$ cat config.mk
export PLATFORM = sky130hd
export DESIGN_NAME = muldiv_seq
export DESIGN_NICKNAME = d
export VERILOG_FILES = /design/src/rtl/muldiv_pkg.sv /design/src/rtl/muldiv_datapath.sv /design/src/rtl/muldiv_seq.sv
export SDC_FILE = /design/constraint.sdc
export NUM_CORES = 1
export LEC_CHECK = 0
export ABC_CLOCK_PERIOD_IN_PS = 3700
export CAP_MARGIN = 5
export CORE_ASPECT_RATIO = 1.25
export CORE_MARGIN = 2
export CORE_UTILIZATION = 30
export CTS_CLUSTER_SIZE = 12
export DETAILED_ROUTE_END_ITERATION = 6
export HOLD_SLACK_MARGIN = 0.05
export PLACE_DENSITY = 0.55
export SYNTH_ARGS = -nofsm -noshare
export SYNTH_HDL_FRONTEND = slang
export SYNTH_HIERARCHICAL = 1
export SYNTH_SLANG_ARGS = --single-unit
$ cat constraint.sdc
create_clock -name clk -period 3.7 [get_ports clk]
set_input_delay 0.37 -clock clk [delete_from_list [all_inputs] [get_ports clk]]
set_output_delay 0.37 -clock clk [all_outputs]
set_load 0.03 [all_outputs]
$ cat src/rtl/muldiv_pkg.sv
// Shared definitions for the RV32M iterative multiply/divide sequencer:
// funct3 opcodes, FSM state encoding and datapath mode.
package muldiv_pkg;

    localparam logic [6:0] MULDIV_FUNCT7 = 7'b0000001;

    localparam logic [2:0] OP_MUL    = 3'b000;
    localparam logic [2:0] OP_MULH   = 3'b001;
    localparam logic [2:0] OP_MULHSU = 3'b010;
    localparam logic [2:0] OP_MULHU  = 3'b011;
    localparam logic [2:0] OP_DIV    = 3'b100;
    localparam logic [2:0] OP_DIVU   = 3'b101;
    localparam logic [2:0] OP_REM    = 3'b110;
    localparam logic [2:0] OP_REMU   = 3'b111;

    typedef enum logic [2:0] {
        S_IDLE = 3'd0,
        S_PREP = 3'd1,
        S_CALC = 3'd2,
        S_FIX  = 3'd3,
        S_DONE = 3'd4
    } state_t;

    typedef enum logic {
        MODE_MUL = 1'b0,
        MODE_DIV = 1'b1
    } mode_t;

    function automatic logic op_is_div(input logic [2:0] f3);
        return f3[2];
    endfunction

endpackage

$ cat src/rtl/muldiv_datapath.sv
// Shared radix-2 datapath: shift-add multiply and restoring divide on
// unsigned magnitudes, one step per cycle while step is high.
module muldiv_datapath
    import muldiv_pkg::*;
#(
    parameter int XLEN = 32
) (
    input  logic            clk,
    input  logic            rst,
    input  logic            load,
    input  logic            step,
    input  mode_t           mode,
    input  logic [XLEN-1:0] a_mag,
    input  logic [XLEN-1:0] b_mag,
    output logic [XLEN-1:0] prod_hi,
    output logic [XLEN-1:0] prod_lo,
    output logic [XLEN-1:0] quot,
    output logic [XLEN-1:0] rem
);

    // acc: product high half / partial remainder; sh: multiplier / dividend,
    // which fills with product low bits or quotient bits as it shifts.
    logic [XLEN:0]   acc;
    logic [XLEN-1:0] md;
    logic [XLEN-1:0] sh;

    logic [XLEN:0] add_sum;
    logic [XLEN:0] trial;
    logic [XLEN:0] diff;

    // NOTE: every always_comb output gets a value on every path, so no latch is inferred.
    always_comb begin
        add_sum = acc + (sh[0] ? {1'b0, md} : '0);
        trial   = {acc[XLEN-1:0], sh[XLEN-1]};
        diff    = trial - {1'b0, md};
    end

    // NOTE: state registers use non-blocking assignments so all flops update together.
    always_ff @(posedge clk) begin
        if (rst) begin
            acc <= '0;
            md  <= '0;
            sh  <= '0;
        end else if (load) begin
            acc <= '0;
            md  <= b_mag;
            sh  <= a_mag;
        end else if (step) begin
            if (mode == MODE_MUL) begin
                acc <= {1'b0, add_sum[XLEN:1]};
                sh  <= {add_sum[0], sh[XLEN-1:1]};
            end else if (trial >= {1'b0, md}) begin
                acc <= diff;
                sh  <= {sh[XLEN-2:0], 1'b1};
            end else begin
                acc <= trial;
                sh  <= {sh[XLEN-2:0], 1'b0};
            end
        end
    end

    assign prod_hi = acc[XLEN-1:0];
    assign prod_lo = sh;
    assign quot    = sh;
    assign rem     = acc[XLEN-1:0];

endmodule

$ cat src/rtl/muldiv_seq.sv
// RV32M multiply/divide sequencer for the EX stage: FSM, iteration counter,
// sign handling, divide corner cases and the stall/result handshake.
module muldiv_seq
    import muldiv_pkg::*;
#(
    parameter int XLEN  = 32,
    parameter int CNT_W = $clog2(XLEN) + 1
) (
    input  logic            clk,
    input  logic            rst,
    input  logic            req_valid,
    input  logic [2:0]      funct3,
    input  logic [XLEN-1:0] rs1_val,
    input  logic [XLEN-1:0] rs2_val,
    input  logic            flush,
    output logic            stall,
    output logic            result_valid,
    output logic [XLEN-1:0] result,
    output logic            busy
);

    localparam logic [XLEN-1:0] MIN_NEG = {1'b1, {(XLEN-1){1'b0}}};

    state_t           state;
    logic [CNT_W-1:0] cnt;
    logic [2:0]       op;
    logic [XLEN-1:0]  a_reg;
    logic [XLEN-1:0]  b_reg;
    logic             neg_res;
    logic             neg_rem;

    logic            a_signed, b_signed, a_neg, b_neg;
    logic [XLEN-1:0] a_mag, b_mag;
    logic            div_zero, div_ovf;
    logic [XLEN-1:0] fast_res, fix_res;
    logic [XLEN-1:0] prod_hi, prod_lo, quot, rem;
    logic [2*XLEN-1:0] prod;
    logic [XLEN-1:0] quot_fix, rem_fix;

    muldiv_datapath #(.XLEN(XLEN)) u_datapath (
        .clk     (clk),
        .rst     (rst),
        .load    (state == S_PREP),
        .step    (state == S_CALC),
        .mode    (op_is_div(op) ? MODE_DIV : MODE_MUL),
        .a_mag   (a_mag),
        .b_mag   (b_mag),
        .prod_hi (prod_hi),
        .prod_lo (prod_lo),
        .quot    (quot),
        .rem     (rem)
    );

    always_comb begin
        a_signed = (op == OP_MULH) || (op == OP_MULHSU) || (op == OP_DIV) || (op == OP_REM);
        b_signed = (op == OP_MULH) || (op == OP_DIV) || (op == OP_REM);
        a_neg    = a_signed & a_reg[XLEN-1];
        b_neg    = b_signed & b_reg[XLEN-1];
        a_mag    = a_neg ? -a_reg : a_reg;
        b_mag    = b_neg ? -b_reg : b_reg;

        div_zero = op_is_div(op) && (b_reg == '0);
        div_ovf  = ((op == OP_DIV) || (op == OP_REM)) && (a_reg == MIN_NEG) && (b_reg == '1);

        // Divide by zero: quotient all ones, remainder = dividend.
        // Signed overflow: quotient = dividend (MIN_NEG), remainder = 0.
        if (div_zero)
            fast_res = op[1] ? a_reg : '1;
        else
            fast_res = op[1] ? '0 : MIN_NEG;

        prod     = {prod_hi, prod_lo};
        if (neg_res)
            prod = -prod;
        quot_fix = neg_res ? -quot : quot;
        rem_fix  = neg_rem ? -rem : rem;

        case (op)
            OP_MUL:                        fix_res = prod[XLEN-1:0];
            OP_MULH, OP_MULHSU, OP_MULHU:  fix_res = prod[2*XLEN-1:XLEN];
            OP_DIV, OP_DIVU:               fix_res = quot_fix;
            default:                       fix_res = rem_fix;
        endcase
    end

    always_ff @(posedge clk) begin
        if (rst) begin
            state        <= S_IDLE;
            cnt          <= '0;
            op           <= '0;
            a_reg        <= '0;
            b_reg        <= '0;
            neg_res      <= 1'b0;
            neg_rem      <= 1'b0;
            result_valid <= 1'b0;
            result       <= '0;
        end else if (flush) begin
            state        <= S_IDLE;
            cnt          <= '0;
            result_valid <= 1'b0;
            result       <= '0;
        end else begin
            case (state)
                S_IDLE: begin
                    result_valid <= 1'b0;
                    result       <= '0;
                    if (req_valid) begin
                        op    <= funct3;
                        a_reg <= rs1_val;
                        b_reg <= rs2_val;
                        state <= S_PREP;
                    end
                end
                S_PREP: begin
                    neg_res <= a_neg ^ b_neg;
                    neg_rem <= a_neg;
                    cnt     <= CNT_W'(XLEN);
                    if (div_zero || div_ovf) begin
                        result       <= fast_res;
                        result_valid <= 1'b1;
                        state        <= S_DONE;
                    end else begin
                        state <= S_CALC;
                    end
                end
                S_CALC: begin
                    cnt <= cnt - CNT_W'(1);
                    if (cnt == CNT_W'(1))
                        state <= S_FIX;
                end
                S_FIX: begin
                    result       <= fix_res;
                    result_valid <= 1'b1;
                    state        <= S_DONE;
                end
                S_DONE: begin
                    result_valid <= 1'b0;
                    result       <= '0;
                    state        <= S_IDLE;
                end
                default: state <= S_IDLE;
            endcase
        end
    end

    // Combinational so flush/rst release the pipeline in the same cycle.
    assign stall = !rst && !flush &&
                   (((state == S_IDLE) && req_valid) || (state == S_PREP) ||
                    (state == S_CALC) || (state == S_FIX));
    assign busy  = (state != S_IDLE);

endmodule
==> impl_metrics.ini, run 1 <==
[outcome]
run_status = completed

[clocking]
cts_buffer_depth = 3
cts_buffers = 27
clk_latency_ns = 0.57
tritoncts_num_sinks = 208
post_cts_repair_resize_count = 0
cts-hold-fix-buffers = 0
post-cts-setup-buffer-count = 0
path_clk_slew_ns = 0.06
cts_root_buf = sky130_fd_sc_hd__clkbuf_16
tritoncts = done
htree_levels = 1

[synthesis]
yosysTopAreaCell = sky130_fd_sc_hd__dfxtp_1
synth-warning-count = 6
synth.yosys.seq_area_share = 0.218
synthTopCellsByArea = sky130_fd_sc_hd__dfxtp_1, sky130_fd_sc_hd__a21oi_1, sky130_fd_sc_hd__xnor2_1
netlist.area_leader.share = 0.218
ys_dominant_reg_cell = sky130_fd_sc_hd__dfxtp_1
number_of_storage_elements_in_the_synthesis_netlist = 208
cell_area_after_synthesis_sq_um = 19100
net_count_synth = 2788
synth_edf_count = 0
postSynthCellCount = 2643
synth_async_sr_flop_share = 0
synth_cell_types = 94
avgSynthCellArea_sq_um = 7.24

[critical_path]
setup.worst_path.start_class = flop
crit_path_max_fanout = 12
critPathCaptureType = flop
timing.critical_path.required_ns = 4.14
path_class = flop to flop
critical_path_arrival_ns = 4.04

[floorplan]
initial_core_util = 0.303
floorplan.die_area_sq_um = 65800
io_pins = 106
fp.coreArea_sq_um = 63100
placementRows = 103
die_x_um = 230
die-height_um = 286

[cells_and_area]
syn_to_final_growth_pct = 14.6
fin_area_sq_um = 21900
antenna_cells = 0
fraction_of_layout_cells_with_a_size_suffix_above_1 = 0.0971
final_util = 0.347
largest_register_ff_count = 33
count_of_nets_after_finishing = 2790
finish.cell_count_without_fillers = 3506
register_with_the_most_flip_flops = u_datapath/acc

[sta]
final.setup.tns_ns = 0
fmaxAchievable_ghz = 0.278
setup_viol = 0
worst_clock_skew_ns = 0.0260
worst_slew_margin_rel = 0.463
final.setup.worst_slack_ns = 0.100
final_hold_viol_count = 0
tightestPinTransition_ns = 0.805
grt_setup_unrepaired = no
post-route-min-period_ns = 3.60
final_max_slew_viol_count = 0
final_min_period_over_clock_period = 0.973

[detailed_routing]
routed_wire_length_per_instance_um = 22.4
detail_route.wirelength_mm = 78.5
detail_routed_via_count_per_cell = 5.73
drtPass1Iterations = 6
wl_met3_mm = 3.96
highest_layer = met4
post-route-drc-count = 0
drtIter0Drc = 1821
ant_nets = 0
routed-via-count = 20100
routed-wl-met2_mm = 37.2
wirelength_met1_mm = 31.9

[placed_design]
place_inst = 3455
place.gp.congestion = 0.969
buffer_ports.inserted = 105
post_dp_cell_area_sq_um = 20900
placement.setup.worst_slack_ns = 0.119
place.detailed.hpwl_mm = 60.2

[flow_run]
max_cap_violations = 0

[pwr]
power-per-cell-area_nw_per_um2 = 322
ir_worst_vdd_mv = 0.266
total_leakage_power_nw = 8.38

[global_route]
first_global_vias = 19200
pin_count_of_the_biggest_net_entering_global_routing = 80
grt_antenna_before_repair = 0
first_pass_grt_wire_length_mm = 117
grt_remaining_overflow = 0
global_route_usage_sum = 0.228

[worst_hold_path]
hold_path.class = input port to flop
critical path, stage by stage (launching register included):
cell	delay (ns)
sky130_fd_sc_hd__dfxtp_1	0.36
sky130_fd_sc_hd__buf_4	0.20
sky130_fd_sc_hd__or4_1	0.63
sky130_fd_sc_hd__or2_2	0.37
sky130_fd_sc_hd__nand4b_1	0.45
sky130_fd_sc_hd__o311a_1	0.47
sky130_fd_sc_hd__o31ai_1	0.36
sky130_fd_sc_hd__a31oi_1	0.24
sky130_fd_sc_hd__o31a_2	0.39
cell type report:
cell class,count,area (sq um)
Inverter,74,279
Clock inverter,15,249
Sequential cell,208,4170
Tap cell,840,1050
Fill cell,6728,41200
Timing Repair Buffer,250,2180
Multi-Input combinational cell,2084,13300
Clock buffer,35,746
where the power goes:
group	leakage [nW]	switching (W)	internal (W)
Clock	0.481	0.00112	0.00185
Sequential	1.69	0.0000921	0.00230
Combinational	6.21	0.00107	0.000643
Total	8.38	0.00228	0.00479
cell usage in the layout (no fill, tap or decap), types with 12 or more instances in the layout:
master,n
sky130_fd_sc_hd__and3_1,13
sky130_fd_sc_hd__xnor2_1,117
sky130_fd_sc_hd__a21o_1,26
sky130_fd_sc_hd__nor4_1,42
sky130_fd_sc_hd__nor2_1,254
sky130_fd_sc_hd__clkbuf_16,27
sky130_fd_sc_hd__o211ai_1,26
sky130_fd_sc_hd__dfxtp_1,206
sky130_fd_sc_hd__nor3_1,57
sky130_fd_sc_hd__o41ai_1,31
sky130_fd_sc_hd__nor2b_1,12
sky130_fd_sc_hd__o21a_1,21
sky130_fd_sc_hd__a31oi_1,34
sky130_fd_sc_hd__a21oi_1,258
sky130_fd_sc_hd__o22ai_1,14
sky130_fd_sc_hd__buf_4,142
sky130_fd_sc_hd__inv_1,70
sky130_fd_sc_hd__and2_1,37
sky130_fd_sc_hd__a211oi_1,57
sky130_fd_sc_hd__xor2_1,76
sky130_fd_sc_hd__nand4_1,40
sky130_fd_sc_hd__or2_2,18
sky130_fd_sc_hd__o21ai_0,178
sky130_fd_sc_hd__nand2_1,271
sky130_fd_sc_hd__mux2i_1,95
sky130_fd_sc_hd__or3_1,34
sky130_fd_sc_hd__clkdlybuf4s50_1,104
sky130_fd_sc_hd__nand2b_1,22
sky130_fd_sc_hd__ha_1,72
sky130_fd_sc_hd__nand3_1,35
sky130_fd_sc_hd__o31ai_1,36
sky130_fd_sc_hd__or4_1,30
cells by family (layout without fill, tap and decap cells):
group | Yosys count | count (layout) | synth area share
AND/OR/NAND/NOR | 907 | 907 | 0.229
adder cells (fa/ha/maj) | 74 | 74 | 0.0492
XOR/XNOR | 193 | 193 | 0.0883
buffers and inverters | 351 | 374 | 0.0902
AO/OA/AOI/OAI | 806 | 806 | 0.271
flip-flops | 208 | 208 | 0.218
multiplexers | 104 | 104 | 0.0550
layer usage:
| layer | vias to the layer above | GRT usage |
|---|---|---|
| met1 | 9631 | 0.277 |
| met3 | 194 | 0.0219 |
| met5 | - | 0 |
| li1 | 9492 | - |
| met4 | 0 | 0.139 |
| met2 | 765 | 0.388 |
through the flow:
step           total power (W)  hold slack, ns
3_3_place_gp           0.00410           0.465
6_report               0.00707           0.235
2_1_floorplan          0.00352           0.446
3_5_place_dp           0.00411           0.468
5_1_grt                0.00730           0.276
4_1_cts                0.00710           0.221
synth_stat cells (7+ instances only):
master	number
sky130_fd_sc_hd__nand3_1	35
sky130_fd_sc_hd__mux2i_1	95
sky130_fd_sc_hd__o41ai_1	31
sky130_fd_sc_hd__or2_2	18
sky130_fd_sc_hd__buf_4	99
sky130_fd_sc_hd__or3_1	34
sky130_fd_sc_hd__a211oi_1	57
sky130_fd_sc_hd__xor2_1	76
sky130_fd_sc_hd__nor3_1	58
sky130_fd_sc_hd__o21ai_0	178
sky130_fd_sc_hd__o21bai_1	7
sky130_fd_sc_hd__a22oi_1	11
sky130_fd_sc_hd__o31ai_1	36
sky130_fd_sc_hd__xnor2_1	117
sky130_fd_sc_hd__buf_1	12
sky130_fd_sc_hd__buf_2	16
sky130_fd_sc_hd__o22ai_1	14
sky130_fd_sc_hd__inv_1	72
sky130_fd_sc_hd__dfxtp_1	208
sky130_fd_sc_hd__o21a_1	21
sky130_fd_sc_hd__o311ai_0	7
sky130_fd_sc_hd__nand2_1	272
sky130_fd_sc_hd__o211ai_1	26
sky130_fd_sc_hd__and3_1	13
sky130_fd_sc_hd__nor3b_1	7
sky130_fd_sc_hd__ha_1	72
sky130_fd_sc_hd__mux2_2	9
sky130_fd_sc_hd__a21o_1	26
sky130_fd_sc_hd__a21oi_1	258
sky130_fd_sc_hd__or4_1	30
sky130_fd_sc_hd__nand4_1	40
sky130_fd_sc_hd__nor4_1	43
sky130_fd_sc_hd__a31oi_1	34
sky130_fd_sc_hd__nor2b_1	12
sky130_fd_sc_hd__nor2_1	254
sky130_fd_sc_hd__clkbuf_1	146
sky130_fd_sc_hd__and2_1	37
sky130_fd_sc_hd__nand2b_1	22
worst paths after layout:
check | startpoint | to | slack [ns] | cells past startpoint
worst min register to register | result_valid | result_valid | 0.48 | 2
worst min-delay path | rst | a_reg[1] | 0.24 | 2
worst max-delay path | u_datapath/acc[0] | result[15] | 0.10 | 8
worst max register to register | u_datapath/acc[0] | result[15] | 0.10 | 8
(Power assumes the default switching activity.)
==> run 2: changes to the inputs <==
- PLACE_DENSITY: 0.55 -> default
- PLACE_DENSITY_LB_ADDON: default -> 0.15
==> run 2 against run 1 <==
  * Register-to-register slack better by 0.12 ns
  * The flow now finishes with violations (design-rule violations)
  * Clock-buffer cell count up 1
  * Die area unchanged
  * Worst hold slack better by 0.13 ns
  * Power down 5.3%
  * Critical endpoint is now u_datapath/acc[31]
  * Utilization down 0.35 points
==> impl_metrics.ini, run 2 (synthesized netlist as in run 1, its figures left out) <==
[outcome]
run_status = finished with violations
violations_in_the_final_reports = design-rule violations

[clocking]
cts_root_buf = sky130_fd_sc_hd__clkbuf_16
tritoncts = done
cts-hold-fix-buffers = 0
clk_latency_ns = 0.56
cts_buffer_depth = 3
cts_buffers = 26
post_cts_repair_resize_count = 0
tritoncts_num_sinks = 208
htree_levels = 1
path_clk_slew_ns = 0.06
post-cts-setup-buffer-count = 0

[sta]
tightestPinTransition_ns = 0.978
grt_setup_unrepaired = no
worst_clock_skew_ns = 0.0180
final_hold_viol_count = 0
fmaxAchievable_ghz = 0.288
final_max_slew_viol_count = 0
final.setup.tns_ns = 0
worst_slew_margin_rel = 0.348
final.setup.worst_slack_ns = 0.222
post-route-min-period_ns = 3.48
final_min_period_over_clock_period = 0.940
setup_viol = 0

[critical_path]
critical_path_arrival_ns = 3.95
rr_endpoint = u_datapath/acc[31]
crit_end = u_datapath/acc[31]
critPathCaptureType = flop
timing.critical_path.required_ns = 4.17
setup.worst_path.start_class = flop
path_class = flop to flop
regToRegSetupSlack_ns = 0.22
crit_path_max_fanout = 14
r2r.worst_path.cells = 10
critical_path.startpoint = u_datapath/acc[3]
rr_startpoint = u_datapath/acc[3]

[pwr]
total_leakage_power_nw = 8.27
power-per-cell-area_nw_per_um2 = 308
ir_worst_vdd_mv = 0.291

[detailed_routing]
detail_route.wirelength_mm = 80.4
drtIter0Drc = 1870
detail_routed_via_count_per_cell = 5.72
post-route-drc-count = 1
drtPass1Iterations = 7
ant_nets = 0
routed_wire_length_per_instance_um = 23.0
routed-via-count = 20000

[global_route]
grt_antenna_before_repair = 0
first_pass_grt_wire_length_mm = 120
global_route_usage_sum = 0.235
grt_remaining_overflow = 0
pin_count_of_the_biggest_net_entering_global_routing = 76
first_global_vias = 19100

[cells_and_area]
largest_register_ff_count = 33
register_with_the_most_flip_flops = u_datapath/acc
finish.cell_count_without_fillers = 3490
antenna_cells = 0
final_cell_mix = sky130_fd_sc_hd__nand2_1, sky130_fd_sc_hd__a21oi_1, sky130_fd_sc_hd__nor2_1, sky130_fd_sc_hd__dfxtp_1, sky130_fd_sc_hd__o21ai_0
mostFrequentLayoutCell = sky130_fd_sc_hd__nand2_1
fraction_of_layout_cells_with_a_size_suffix_above_1 = 0.0913
count_of_nets_after_finishing = 2776
syn_to_final_growth_pct = 13.5

[floorplan]
floorplan.die_area_sq_um = 65800
initial_core_util = 0.303
io_pins = 106
placementRows = 103
fp.coreArea_sq_um = 63100
die_x_um = 230
die-height_um = 286

[placed_design]
buffer_ports.inserted = 105
place.gp.congestion = 0.947
placement.setup.worst_slack_ns = 0.291
place.detailed.hpwl_mm = 61.7
place_inst = 3443

[flow_run]
max_cap_violations = 0

[worst_hold_path]
hold_path.class = input port to flop
run 2: cell count changes in the layout (fill, tap and decap cells not counted), sizes merged:
cell	before	now
bufinv	6	2
clkbuf	35	36
buf	146	133
clkinv	6	10
inv	75	72
clkinvlp	2	1
run 2: worst min-delay path by stage:
stage                            start  cells past startpoint  slack [ns]                 end
finish                      rs1_val[7]                      3        0.36            a_reg[7]
global route                rs1_val[0]                      3        0.36            a_reg[0]
CTS                        rs1_val[28]                      3        0.34           a_reg[28]
detailed placement        result_valid                      2        0.48        result_valid
global placement          result_valid                      2        0.48        result_valid
floorplan           u_datapath/acc[32]                      2        0.45  u_datapath/acc[32]
run 2: where the power goes:
part           switching, W  internal (W)
sequential         0.000100       0.00230
combinational       0.00104      0.000630
clock               0.00108       0.00155
total               0.00222       0.00448
run 2: worst max-delay path, stage by stage, from the launching register on:
cell	delay (ns)
sky130_fd_sc_hd__dfxtp_1	0.70
sky130_fd_sc_hd__ha_1	0.41
sky130_fd_sc_hd__a21oi_1	0.20
sky130_fd_sc_hd__o21ai_0	0.18
sky130_fd_sc_hd__o211ai_1	0.41
sky130_fd_sc_hd__o211a_1	0.26
sky130_fd_sc_hd__o211ai_1	0.20
sky130_fd_sc_hd__a221oi_1	0.37
sky130_fd_sc_hd__mux2i_1	0.30
sky130_fd_sc_hd__a32oi_1	0.16
sky130_fd_sc_hd__nor3_1	0.20
run 2: final cells by class:
type | count | area (sq um)
multi-input cells | 2084 | 13300
well taps | 840 | 1050
clock buffers | 36 | 749
repair buffers | 237 | 2090
flip-flops and latches | 208 | 4170
inverters | 74 | 279
clock inverters | 11 | 115
fillers | 6788 | 41400
run 2: metal layers:
layer  vias up  part of all wire  track usage  routed length (um)
met5         -                 0            0                   0
met4         0             0.058        0.119                4660
met3       154             0.044       0.0188                3500
met2       700              0.49        0.409               39000
met1      9627              0.41        0.291               33200
li1       9473                 -            -                   -
run 2: stage by stage:
stage	utilization	total power (W)	hold slack, ns	cell area (sq um)
3_5_place_dp	0.330	0.00409	0.482	20800
6_report	0.344	0.00670	0.361	21700
5_1_grt	0.344	0.00700	0.360	21700
4_1_cts	0.344	0.00675	0.342	21700
3_3_place_gp	0.330	0.00409	0.479	20800
2_1_floorplan	-	0.00352	0.446	19100
==> run 3: changes to the inputs <==
- CORE_UTILIZATION: 30 -> 60
- CTS_BUF_LIST: default -> sky130_fd_sc_hd__clkbuf_8
==> run 3 against run 2 <==
  * The flow now finishes without violations
  * Worst hold slack worse by 0.14 ns
  * Clock-buffer cell count is 11 higher
  * Sequential power hardly changed
  * Via count is 5.0% higher
  * Power is 2.0% higher
  * Critical path depth is 1 higher
  * Setup slack worse by 0.15 ns
  * Register-to-register slack worse by 0.15 ns
  * Clock power is 3% higher
==> impl_metrics.ini, run 3 (synthesized netlist as in run 1, its figures left out) <==
[outcome]
run_status = completed

[floorplan]
die_x_um = 164
io_pins = 106
fp.coreArea_sq_um = 31600
die-height_um = 204
initial_core_util = 0.606
floorplan.die_area_sq_um = 33300
placementRows = 73

[pwr]
total_leakage_power_nw = 8.31
ir_worst_vdd_mv = 0.299
power-per-cell-area_nw_per_um2 = 322

[global_route]
global_route_usage_sum = 0.441
first_global_vias = 19400
first_pass_grt_wire_length_mm = 114
grt_antenna_before_repair = 3
grt_remaining_overflow = 0
pin_count_of_the_biggest_net_entering_global_routing = 99

[sta]
final.setup.tns_ns = 0
post-route-min-period_ns = 3.63
final.hold.worst_slack_ns = 0.225
final_hold_viol_count = 0
setup_viol = 0
worst_slew_margin_rel = 0.295
tightestPinTransition_ns = 1.05
final_min_period_over_clock_period = 0.980
grt_setup_unrepaired = no
worst_clock_skew_ns = 0.0465
fmaxAchievable_ghz = 0.276
final_max_slew_viol_count = 0

[worst_hold_path]
hold_path.class = input port to flop

[detailed_routing]
drtPass1Iterations = 7
detail_routed_via_count_per_cell = 6.80
drtIter0Drc = 2705
routed_wire_length_per_instance_um = 24.2
post-route-drc-count = 0
detail_route.wirelength_mm = 74.7
ant_nets = 0
routed-via-count = 21000

[critical_path]
timing.critical_path.slowest_stage_cell = sky130_fd_sc_hd__dfxtp_1
cell_by_cell_trace_of_the_critical_path = ha_1, nand3_1, nor2_1, nand4b_1, o311ai_2, a21o_1, buf_4, mux2i_1, nor2_1, a21oi_1, o21ai_0
cp_num_buf_inv = 1
crit_path_max_incr_delay_ns = 0.70
critPathCaptureType = flop
crit_top_cell = sky130_fd_sc_hd__nor2_1
worst_path_dominant_cell_family = simple AND/OR/NAND/NOR gates
critical_path_arrival_ns = 4.04
setup.worst_path.start_class = flop
timing.critical_path.required_ns = 4.11
path_class = flop to flop
crit_path_max_fanout = 13

[placed_design]
buffer_ports.inserted = 105
place.gp.congestion = 1.03
place.detailed.hpwl_mm = 55.0

[clocking]
tritoncts = done
clk_latency_ns = 0.60
cts_buffers = 38
cts-hold-fix-buffers = 0
cts_buffer_depth = 3
tritoncts_num_sinks = 208
htree_levels = 2
path_clk_slew_ns = 0.07
cts_root_buf = sky130_fd_sc_hd__clkbuf_8

[cells_and_area]
mostFrequentLayoutCell = sky130_fd_sc_hd__nand2_1
final_cell_mix = sky130_fd_sc_hd__nand2_1, sky130_fd_sc_hd__a21oi_1, sky130_fd_sc_hd__nor2_1, sky130_fd_sc_hd__dfxtp_1, sky130_fd_sc_hd__o21ai_0
syn_to_final_growth_pct = 10.8
fraction_of_layout_cells_with_a_size_suffix_above_1 = 0.0974
nFillCells = 2786
largest_register_ff_count = 33
count_of_nets_after_finishing = 2787
register_with_the_most_flip_flops = u_datapath/acc

[flow_run]
max_cap_violations = 0
## run 3: cell types whose count changed in the layout (fill, tap and decap cells not counted), moves of 2 or more
| cell | delta |
|---|---|
| sky130_fd_sc_hd__bufinv_16 | +4 |
| sky130_fd_sc_hd__clkinv_2 | -2 |
| sky130_fd_sc_hd__diode_2 | +2 |
| sky130_fd_sc_hd__clkbuf_8 | +43 |
| sky130_fd_sc_hd__inv_1 | +7 |
| sky130_fd_sc_hd__clkbuf_1 | -5 |
| sky130_fd_sc_hd__clkbuf_16 | -27 |
| sky130_fd_sc_hd__inv_8 | +2 |
## run 3: worst register-to-register path, stage by stage, from the launching register on
cell	delay, ns
sky130_fd_sc_hd__dfxtp_1	0.70
sky130_fd_sc_hd__ha_1	0.41
sky130_fd_sc_hd__nand3_1	0.11
sky130_fd_sc_hd__nor2_1	0.45
sky130_fd_sc_hd__nand4b_1	0.36
sky130_fd_sc_hd__o311ai_2	0.22
sky130_fd_sc_hd__a21o_1	0.37
sky130_fd_sc_hd__buf_4	0.28
sky130_fd_sc_hd__mux2i_1	0.23
sky130_fd_sc_hd__nor2_1	0.06
sky130_fd_sc_hd__a21oi_1	0.11
sky130_fd_sc_hd__o21ai_0	0.15
## run 3: cell type report
cell class / instances / area, sq um / share of cell area
well taps: 412 / 515 / 0.0243
inverters: 74 / 279 / 0.0132
repair buffers: 236 / 2070 / 0.0976
flip-flops and latches: 208 / 4170 / 0.197
diodes: 2 / 5.00 / 0.000236
clock buffers: 47 / 647 / 0.0305
clock inverters: 20 / 258 / 0.0122
multi-input cells: 2084 / 13300 / 0.625
## run 3: routing by layer
metal  GRT usage  part of all wire
met3       0.105             0.089
met4       0.375              0.10
met2       0.693              0.45
met1       0.500              0.36
met5           0           0.00016
## run 3: path summary, 6_finish.rpt
check / from / to / slack [ns] / cells past startpoint
worst max-delay path: u_datapath/acc[25] / u_datapath/acc[8] / 0.07 / 11
worst min-delay path: rst / u_datapath/prod_lo[7] / 0.22 / 2
worst max register to register: u_datapath/acc[25] / u_datapath/acc[8] / 0.07 / 11
worst min register to register: b_reg[24] / b_reg[24] / 0.50 / 2
## run 3: what timing repair did
item / 4_1_cts / 5_1_grt
buffers inserted: 0 / 0
resized for setup: 0 / 1
endpoints found under the setup margin: 0 / 1
## run 3: power by group
group / leakage [nW] / internal [W] / total (W) / switching (W)
registers: 1.69 / 0.00230 / 0.00240 / 0.000106
logic: 6.14 / 0.000648 / 0.00172 / 0.00107
clock network: 0.492 / 0.00158 / 0.00271 / 0.00113
## run 3: per-stage QoR
stage          instances  total power, W  area (sq um)  setup WS [ns]  utilization
3_5_place_dp        3013         0.00409         20300          0.251        0.642
5_1_grt             3081         0.00705         21200         0.0278        0.671
3_3_place_gp        3013         0.00408         20300          0.279        0.642
4_1_cts             3080         0.00677         21200          0.210        0.670
6_report            3083         0.00683         21200         0.0748        0.671
2_1_floorplan       2643         0.00352         19100          0.566            -
